--- config.mk ---
export PLATFORM = sky130hd
export DESIGN_NAME = ice_counter_top
export DESIGN_NICKNAME = d
export VERILOG_FILES = /design/src/rtl/ice_counter_top.sv
export SDC_FILE = /design/constraint.sdc
export NUM_CORES = 1
export LEC_CHECK = 0
export CAP_MARGIN = 20
export CORE_AREA = 5 5 42 44
export CTS_CLUSTER_DIAMETER = 120
export CTS_CLUSTER_SIZE = 20
export DETAILED_ROUTE_END_ITERATION = 8
export DIE_AREA = 0 0 47 49
export SLEW_MARGIN = 10
export SYNTH_ARGS = -nofsm -noshare
export SYNTH_HDL_FRONTEND = slang
export SYNTH_SLANG_ARGS = --single-unit
--- constraint.sdc ---
create_clock -name clk_i -period 0.8 [get_ports clk_i]
set_input_delay 0.16 -clock clk_i [delete_from_list [all_inputs] [get_ports clk_i]]
set_output_delay 0.16 -clock clk_i [all_outputs]
set_load 0.005 [all_outputs]
--- src/rtl/ice_counter_top.sv ---
// Free-running WIDTH-bit up-counter with a reset synchronizer and a clock-enable prescaler.
// Optional macro COUNTER_GRAY_OUT_EN: drive cnt_o with a registered Gray code of the count.
module ice_counter_top #(
  parameter int unsigned WIDTH       = 3,
  parameter int unsigned DIV         = 1,
  parameter int unsigned SYNC_STAGES = 2
) (
  input  logic             clk_i,
  input  logic             rst_ni,
  output logic [WIDTH-1:0] cnt_o
);

  localparam int unsigned PSC_W = (DIV > 1) ? $clog2(DIV) : 1;
  localparam logic [PSC_W-1:0] PSC_MAX = PSC_W'(DIV - 1);

  logic [SYNC_STAGES-1:0] sync_q;
  logic                   rst_n;
  logic [PSC_W-1:0]       psc_q;
  logic                   tick;
  logic [WIDTH-1:0]       cnt_q;

  // Assertion is asynchronous; release ripples through the chain on clk_i.
  always_ff @(posedge clk_i or negedge rst_ni) begin
    if (!rst_ni) begin
      sync_q <= '0;
    end else begin
      sync_q <= {sync_q[SYNC_STAGES-2:0], 1'b1};
    end
  end

  assign rst_n = sync_q[SYNC_STAGES-1];

  // Gating with rst_n keeps tick low while the synchronizer holds reset.
  assign tick = rst_n & (psc_q == PSC_MAX);

  always_ff @(posedge clk_i or negedge rst_n) begin
    if (!rst_n) begin
      psc_q <= '0;
    end else if (tick) begin
      psc_q <= '0;
    end else begin
      psc_q <= psc_q + 1'b1;
    end
  end

  always_ff @(posedge clk_i or negedge rst_n) begin
    if (!rst_n) begin
      cnt_q <= '0;
    end else if (tick) begin
      cnt_q <= cnt_q + 1'b1;
    end
  end

`ifdef COUNTER_GRAY_OUT_EN
  logic [WIDTH-1:0] gray_q;

  always_ff @(posedge clk_i or negedge rst_n) begin
    if (!rst_n) begin
      gray_q <= '0;
    end else begin
      gray_q <= cnt_q ^ (cnt_q >> 1);
    end
  end

  assign cnt_o = gray_q;
`else
  assign cnt_o = cnt_q;
`endif

endmodule

==> results by group, run 1 <==
Status
  – Status: finished with violations
  – Failing checks: setup timing

Timing
  – Fraction of the cycle the final worst path needs: 139%
  – Final worst path period need: around 1.1 ns
  – Worst hold slack across all endpoints: roughly 0.090 ns
  – Post-Route Skew: roughly 0.0028 ns
  – Setup repair after global routing missed its margin: yes
  – Final setup TNS: -1.10 ns
  – Worst-case setup margin in the final layout: -0.308 ns
  – Peak Freq: 902 MHz
  – Final Hold Fails: 0
  – Number of setup violations in the final report: 6
  – Final Max Tran Viols: 0

Setup path
  – Flop-to-flop setup slack: -0.31 ns
  – Largest stage delay on the critical path: approximately 0.38 ns
  – Endpoint of the worst register-to-register path: cnt_o[1]$_DFFE_PN0P_
  – CP startpoint kind: flop
  – Count of cells along the worst register-to-register path: 3
  – Slowest cell on the critical path: dfrtp_1
  – Worst Setup Path Type: reg2reg
  – Crit path DAT: 1.22 ns
  – Critical Path Fanout Max: 2
  – Kind of end point of the critical path: flop
  – Startpoint of the lowest-slack register-to-register path: cnt_o[1]$_DFFE_PN0P_
  – CP Cell Sequence: buf_6, ha_4, mux2_4
  – Required time of the critical path: roughly 0.9 ns

Yosys
  – Distinct cell type count of the synthesized netlist: 8
  – Number of synthesis warnings: 0
  – Cell Area, Synth: between 200 and 250 um2
  – Main combinational cell family by area after synthesis: simple AND/OR/NAND/NOR gates
  – Mean Syn Cell Area: 16.0 um2
  – Post-synthesis compound-gate area fraction: 0%
  – Synth Instances: 14
  – Flip-flop and latch count after synthesis: 6
  – Sequential share of the synthesized area: 67.0%
  – Adder-cell share of the synthesized area: 5.59%
  – Fraction of synthesized cell area in xor and xnor cells: 7.82%
  – Share of synthesized area spent on multiplexers: 6.70%
  – Simple-gate area share of the yosys netlist: 11.2%
  – Net Count, Synth: 17

Pwr
  – Peak supply drop: 730 uV
  – Total power per unit cell area: between 3000 and 4000 nW/um2
  – Total power: 1.38 mW
  – Static leakage: 0.182 nW

Routing
  – Drc violations: 0
  – Sum of routed wire length over all layers: ~400 um
  – First drt pass iteration count: 2
  – Via count: 151
  – Post-DR vias/cell: 3.43
  – DRT antenna net count: 0
  – Drt wl/cell: around 9.1 um
  – Initial DRC Count: 2

Die
  – Standard-cell row count: 14
  – Effective utilization at floorplan: 16.0%
  – Horiz. Die Dim: 47 um
  – Die Footprint: 2300 um2
  – Count of pins on the block boundary: 5
  – Standard cell core area: about 1400 um2
  – Die Y-Extent: roughly 49 um

Finish
  – Fillcell total: 161
  – Commonest non-fill, non-tap cell in the layout: dfrtp_1
  – Number of cells in the finished layout apart from fillers: 44
  – Post-route cell area: roughly 390 um2
  – Number of diodes: 0
  – Final Net Count: 33
  – Fraction of layout instances using a drive strength above 1: 57.1%
  – Commonest cells after routing, fill and taps aside: 6 x dfrtp_1, 4 x buf_6, 4 x buf_4
  – Synthesis-to-layout area growth: 72.1%

Placement
  – Cell area after placement: around 320 um2
  – Cell Count Post-Placement: 38
  – Routability congestion estimate from global placement: 0.745
  – HPWL after detailed placement: 303 um
  – Port Buf Inserts: 4

CTS
  – Number of buffers inserted during clock tree synthesis: 3
  – Clk sinks: 6
  – Clock-pin slew reported for the worst setup and hold paths after clock tree synthesis: 0.04 ns
  – H-tree levels: 1
  – TritonCTS clock tree: done
  – Maximum buffer depth of the clock tree: 2
  – Worst-Skew Late Latency: approximately 0.24 ns
  – CTS root buffer: clkbuf_4

Global routing
  – Vias in the first global route: 162
  – Overall routing resource usage: roughly 5.4%
  – First-pass GRT wire length: 745 um
  – Initial antenna violation count: 0
  – Congestion Overflow GR: 0
  – Pin count of the biggest net entering global routing: 7

Job
  – # Max-Cap Violations: 0

Hold path
  – Type of the tightest min-delay check: in2async
-- layer usage --
layer | vias to the layer above | track usage [%] | share of wire [%]
li1 | 72 | - | -
met4 | 0 | 4.15 | 0
met3 | 0 | 6.27 | 14
met2 | 5 | 6.56 | 49
met5 | - | 0 | 0
met1 | 74 | 4.70 | 36
-- worst max path at each step --
stage / from / end / cells past startpoint
after detailed placement: cnt_o[1]$_DFFE_PN0P_ / cnt_o[1]$_DFFE_PN0P_ / 2
after global placement: cnt_o[1]$_DFFE_PN0P_ / cnt_o[1]$_DFFE_PN0P_ / 2
after global routing: cnt_o[1]$_DFFE_PN0P_ / cnt_o[1]$_DFFE_PN0P_ / 3
final: cnt_o[1]$_DFFE_PN0P_ / cnt_o[1]$_DFFE_PN0P_ / 3
after floorplan: cnt_o[1]$_DFFE_PN0P_ / cnt_o[1]$_DFFE_PN0P_ / 2
after CTS: cnt_o[1]$_DFFE_PN0P_ / cnt_o[1]$_DFFE_PN0P_ / 3
-- metrics by stage --
stage	util, %	setup slack [ns]
detailed placement	22.6	-0.265
floorplan	-	-0.232
CTS	26.3	-0.319
global route	27.5	-0.333
global placement	22.6	-0.227
finish	27.5	-0.308
-- cell usage after synthesis --
cell / count / share of area, %
conb_1: 1 / 1.7
dfrtp_1: 6 / 67
nand3b_1: 1 / 3.4
nor2_1: 1 / 1.7
xnor2_1: 2 / 7.8
ha_1: 1 / 5.6
nand2b_4: 1 / 6.1
mux2_4: 1 / 6.7
-- state kept, by name (all words and copies together) (netlist names) --
name	cells
psc_q	1
sync_q	2
cnt_o	3
-- critical path: cells and delay by family (launching register included) --
kind	cells	cell delay, ns
buffers and inverters	1	0.13
adder cells (fa/ha/maj)	1	0.22
multiplexers	1	0.26
flip-flops	1	0.38
-- report_power, final --
part,internal [mW],total [mW],switching (mW)
sequential,0.394,0.451,0.0570
combinational,0.462,0.673,0.211
clock,0.168,0.260,0.0917
total,1.02,1.38,0.360
-- what timing repair did --
action / 4_1_cts / 5_1_grt
resized for setup: 12 / 3
pin swaps: 1 / 2
hold buffers: 0 / 0
endpoints found under the setup margin: 6 / 6
setup buffers: 3 / 1
-- final cells by class --
type / count / area, um2 / share of cell area, %
repair buffers: 11 / 98.8 / 25.6
well taps: 16 / 20.0 / 5.19
clock buffers: 3 / 22.5 / 5.84
multi-input cells: 8 / 93.8 / 24.4
flip-flops and latches: 6 / 150 / 39.0
-- kinds of logic (layout without fill, tap and decap cells) --
family                   after synthesis  in the layout
XOR/XNOR                               2              2
adder cells (fa/ha/maj)                1              1
buffers and inverters                  0             14
flip-flops                             6              6
multiplexers                           1              1
other                                  1              1
AND/OR/NAND/NOR                        3              3
(Power assumes the default switching activity.)
==> inputs of run 2 (changes only) <==
--- a/config.mk
+++ b/config.mk
@@ -5,6 +5,7 @@
 export SDC_FILE = /design/constraint.sdc
 export NUM_CORES = 1
 export LEC_CHECK = 0
+export ABC_AREA = 0
 export CAP_MARGIN = 20
 export CORE_AREA = 5 5 42 44
 export CTS_CLUSTER_DIAMETER = 120
==> results of run 2 <==
No change in the layout: final DEF, timing and power equal those of run 1.
==> inputs of run 3 (changes only) <==
--- a/config.mk
+++ b/config.mk
@@ -12,6 +12,7 @@
 export CTS_CLUSTER_SIZE = 20
 export DETAILED_ROUTE_END_ITERATION = 8
 export DIE_AREA = 0 0 47 49
+export DONT_BUFFER_PORTS = 1
 export SLEW_MARGIN = 10
 export SYNTH_ARGS = -nofsm -noshare
 export SYNTH_HDL_FRONTEND = slang
==> results by group, run 3 (same netlist as run 1, synthesis figures left out) <==
CTS
  – Clock-pin slew reported for the worst setup and hold paths after clock tree synthesis: 0.04 ns (about the same)
  – Maximum buffer depth of the clock tree: 2 (unchanged)
  – CTS root buffer: clkbuf_4
  – Clk sinks: 6 (unchanged)
  – Post-CTS Setup Repair Bufs: 0 (-3)
  – Number of buffers inserted during clock tree synthesis: 3 (unchanged)
  – TritonCTS clock tree: done
  – Worst-Skew Late Latency: 0.24 ns (about the same)
  – H-tree levels: 1 (unchanged)

Global routing
  – Congestion Overflow GR: 0 (unchanged)
  – First-pass GRT wire length: 731 um (-1.9%)
  – Initial antenna violation count: 0 (unchanged)
  – Pin count of the biggest net entering global routing: 7 (unchanged)
  – Overall routing resource usage: 5.39% (about the same)
  – Vias in the first global route: 174 (+7.4%)

Placement
  – Cell Count Post-Placement: 34 (-11%)
  – Port Buf Inserts: 0 (-4)
  – Routability congestion estimate from global placement: 0.762 (+2.3%)

Timing
  – Fraction of the cycle the final worst path needs: 131% (-7.8 points)
  – Final setup TNS: -0.761 ns (+0.339 ns)
  – Final Max Tran Viols: 0 (unchanged)
  – Peak Freq: 956 MHz (+6.0%)
  – Worst hold slack across all endpoints: 0.161 ns (+0.0708 ns)
  – Setup repair after global routing missed its margin: yes
  – Number of setup violations in the final report: 5 (-1)
  – Worst-case setup margin in the final layout: -0.246 ns (+0.0626 ns)
  – Post-Route Skew: 0.000172 ns (-0.00264 ns)
  – Final worst path period need: 1.05 ns (-0.0626 ns)
  – Final Hold Fails: 0 (unchanged)

Finish
  – Number of diodes: 0 (unchanged)
  – Commonest non-fill, non-tap cell in the layout: dfrtp_1
  – Synthesis-to-layout area growth: 44.1%
  – Final Net Count: 27 (-18%)
  – Fillcell total: 153 (-5.0%)
  – Number of cells in the finished layout apart from fillers: 38 (-14%)
  – Flip-flop count of the largest register, all copies and words added: 3 (unchanged)
  – Fraction of layout instances using a drive strength above 1: 45.5% (-12 points)
  – Commonest cells after routing, fill and taps aside: 6 x dfrtp_1, 3 x clkbuf_4, 3 x buf_4

Job
  – # Max-Cap Violations: 0 (unchanged)

Pwr
  – Total power per unit cell area: 3540 nW/um2 (-1.6%)
  – Static leakage: 0.144 nW (-21%)
  – Peak supply drop: 556 uV (-24%)

Hold path
  – Type of the tightest min-delay check: in2async

Die
  – Effective utilization at floorplan: 16.0% (unchanged)
  – Horiz. Die Dim: 47 um (unchanged)
  – Standard cell core area: 1400 um2 (unchanged)
  – Die Footprint: 2300 um2 (unchanged)
  – Die Y-Extent: 49 um (unchanged)
  – Standard-cell row count: 14 (unchanged)
  – Count of pins on the block boundary: 5 (unchanged)

Setup path
  – CP Cell Sequence: ha_4, mux2_4
  – Required time of the critical path: 0.92 ns (about the same)
  – CP startpoint kind: flop
  – Critical Path Fanout Max: 2 (unchanged)
  – Kind of end point of the critical path: flop
  – Largest stage delay on the critical path: 0.41 ns (+0.03 ns)
  – Crit path DAT: 1.16 ns (-0.06 ns)
  – Worst Setup Path Type: reg2reg
  – Slowest cell on the critical path: dfrtp_1

Routing
  – First drt pass iteration count: 1 (-1)
  – DRT antenna net count: 0 (unchanged)
  – Drc violations: 0 (unchanged)
  – Sum of routed wire length over all layers: 448 um (+11%)
  – Drt wl/cell: 11.8 um (+29%)
  – Initial DRC Count: 0 (-2)
  – Via count: 129 (-15%)
  – Post-DR vias/cell: 3.39 (-1.1%)

Status
  – Failing checks: setup timing
  – Status: finished with violations
run 3: cell count changes in the layout (fill, tap and decap cells not counted), sizes merged:
cell,delta
buf,-5
clkdlybuf4s50,-1
dlygate4sd2,-1
dlygate4sd3,+1
run 3: stage by stage:
stage	power (mW)	instance area [um2]	worst slack, ns	utilization, %
5_1_grt	1.23	323	-0.267	23.0
4_1_cts	1.16	323	-0.245	23.0
3_5_place_dp	0.794	277	-0.248	19.7
2_1_floorplan	0.628	226	-0.232	-
3_3_place_gp	0.737	277	-0.206	19.7
6_report	1.14	323	-0.246	23.0
run 3: where the power goes:
group	switching, mW	internal, mW
sequential	0.0960	0.394
combinational	0.134	0.251
clock	0.0972	0.169
run 3: area by class of cell:
type,count,area (um2),area share [%]
flip-flops and latches,6,150,46.5
multi-input cells,8,86.3,26.7
repair buffers,5,43.8,13.6
clock buffers,3,22.5,6.98
well taps,16,20.0,6.20
run 3: worst paths after layout:
| check | startpoint | endpoint | slack, ns | cells after the start |
|---|---|---|---|---|
| worst max-delay path | cnt_o[1]$_DFFE_PN0P_ | cnt_o[1]$_DFFE_PN0P_ | -0.25 | 2 |
| worst min-delay path | rst_ni | sync_q[1]$_DFF_PN0_ | 0.16 | 1 |
| worst max register to register | cnt_o[1]$_DFFE_PN0P_ | cnt_o[1]$_DFFE_PN0P_ | -0.25 | 2 |
| worst min register to register | sync_q[1]$_DFF_PN0_ | psc_q$_DFF_PN0_ | 0.23 | 1 |
| max in group asynchronous | sync_q[1]$_DFF_PN0_ | cnt_o[2]$_DFFE_PN0P_ | 0.47 | 1 |
| min in group clk_i | sync_q[0]$_DFF_PN0_ | sync_q[1]$_DFF_PN0_ | 0.35 | 0 |
run 3: critical path, delay by kind of cell (launching register included):
kind / cells / cell delay [ns]
flops: 1 / 0.41
fa+ha+maj: 1 / 0.25
mux: 1 / 0.27
run 3: per-layer routing:
metal  routed length (um)  vias up  track usage, %
met5                    0        -               0
met4                   17        0            6.91
met3                   60        2            3.69
met2                  228        7            7.47
met1                  141       61            4.04
li1                     -       59               -
run 3: what timing repair did:
item	in CTS	in global routing
endpoints found under the hold margin	2	0
hold buffers	1	0
setup endpoints to repair	6	6
gates resized for setup	2	0
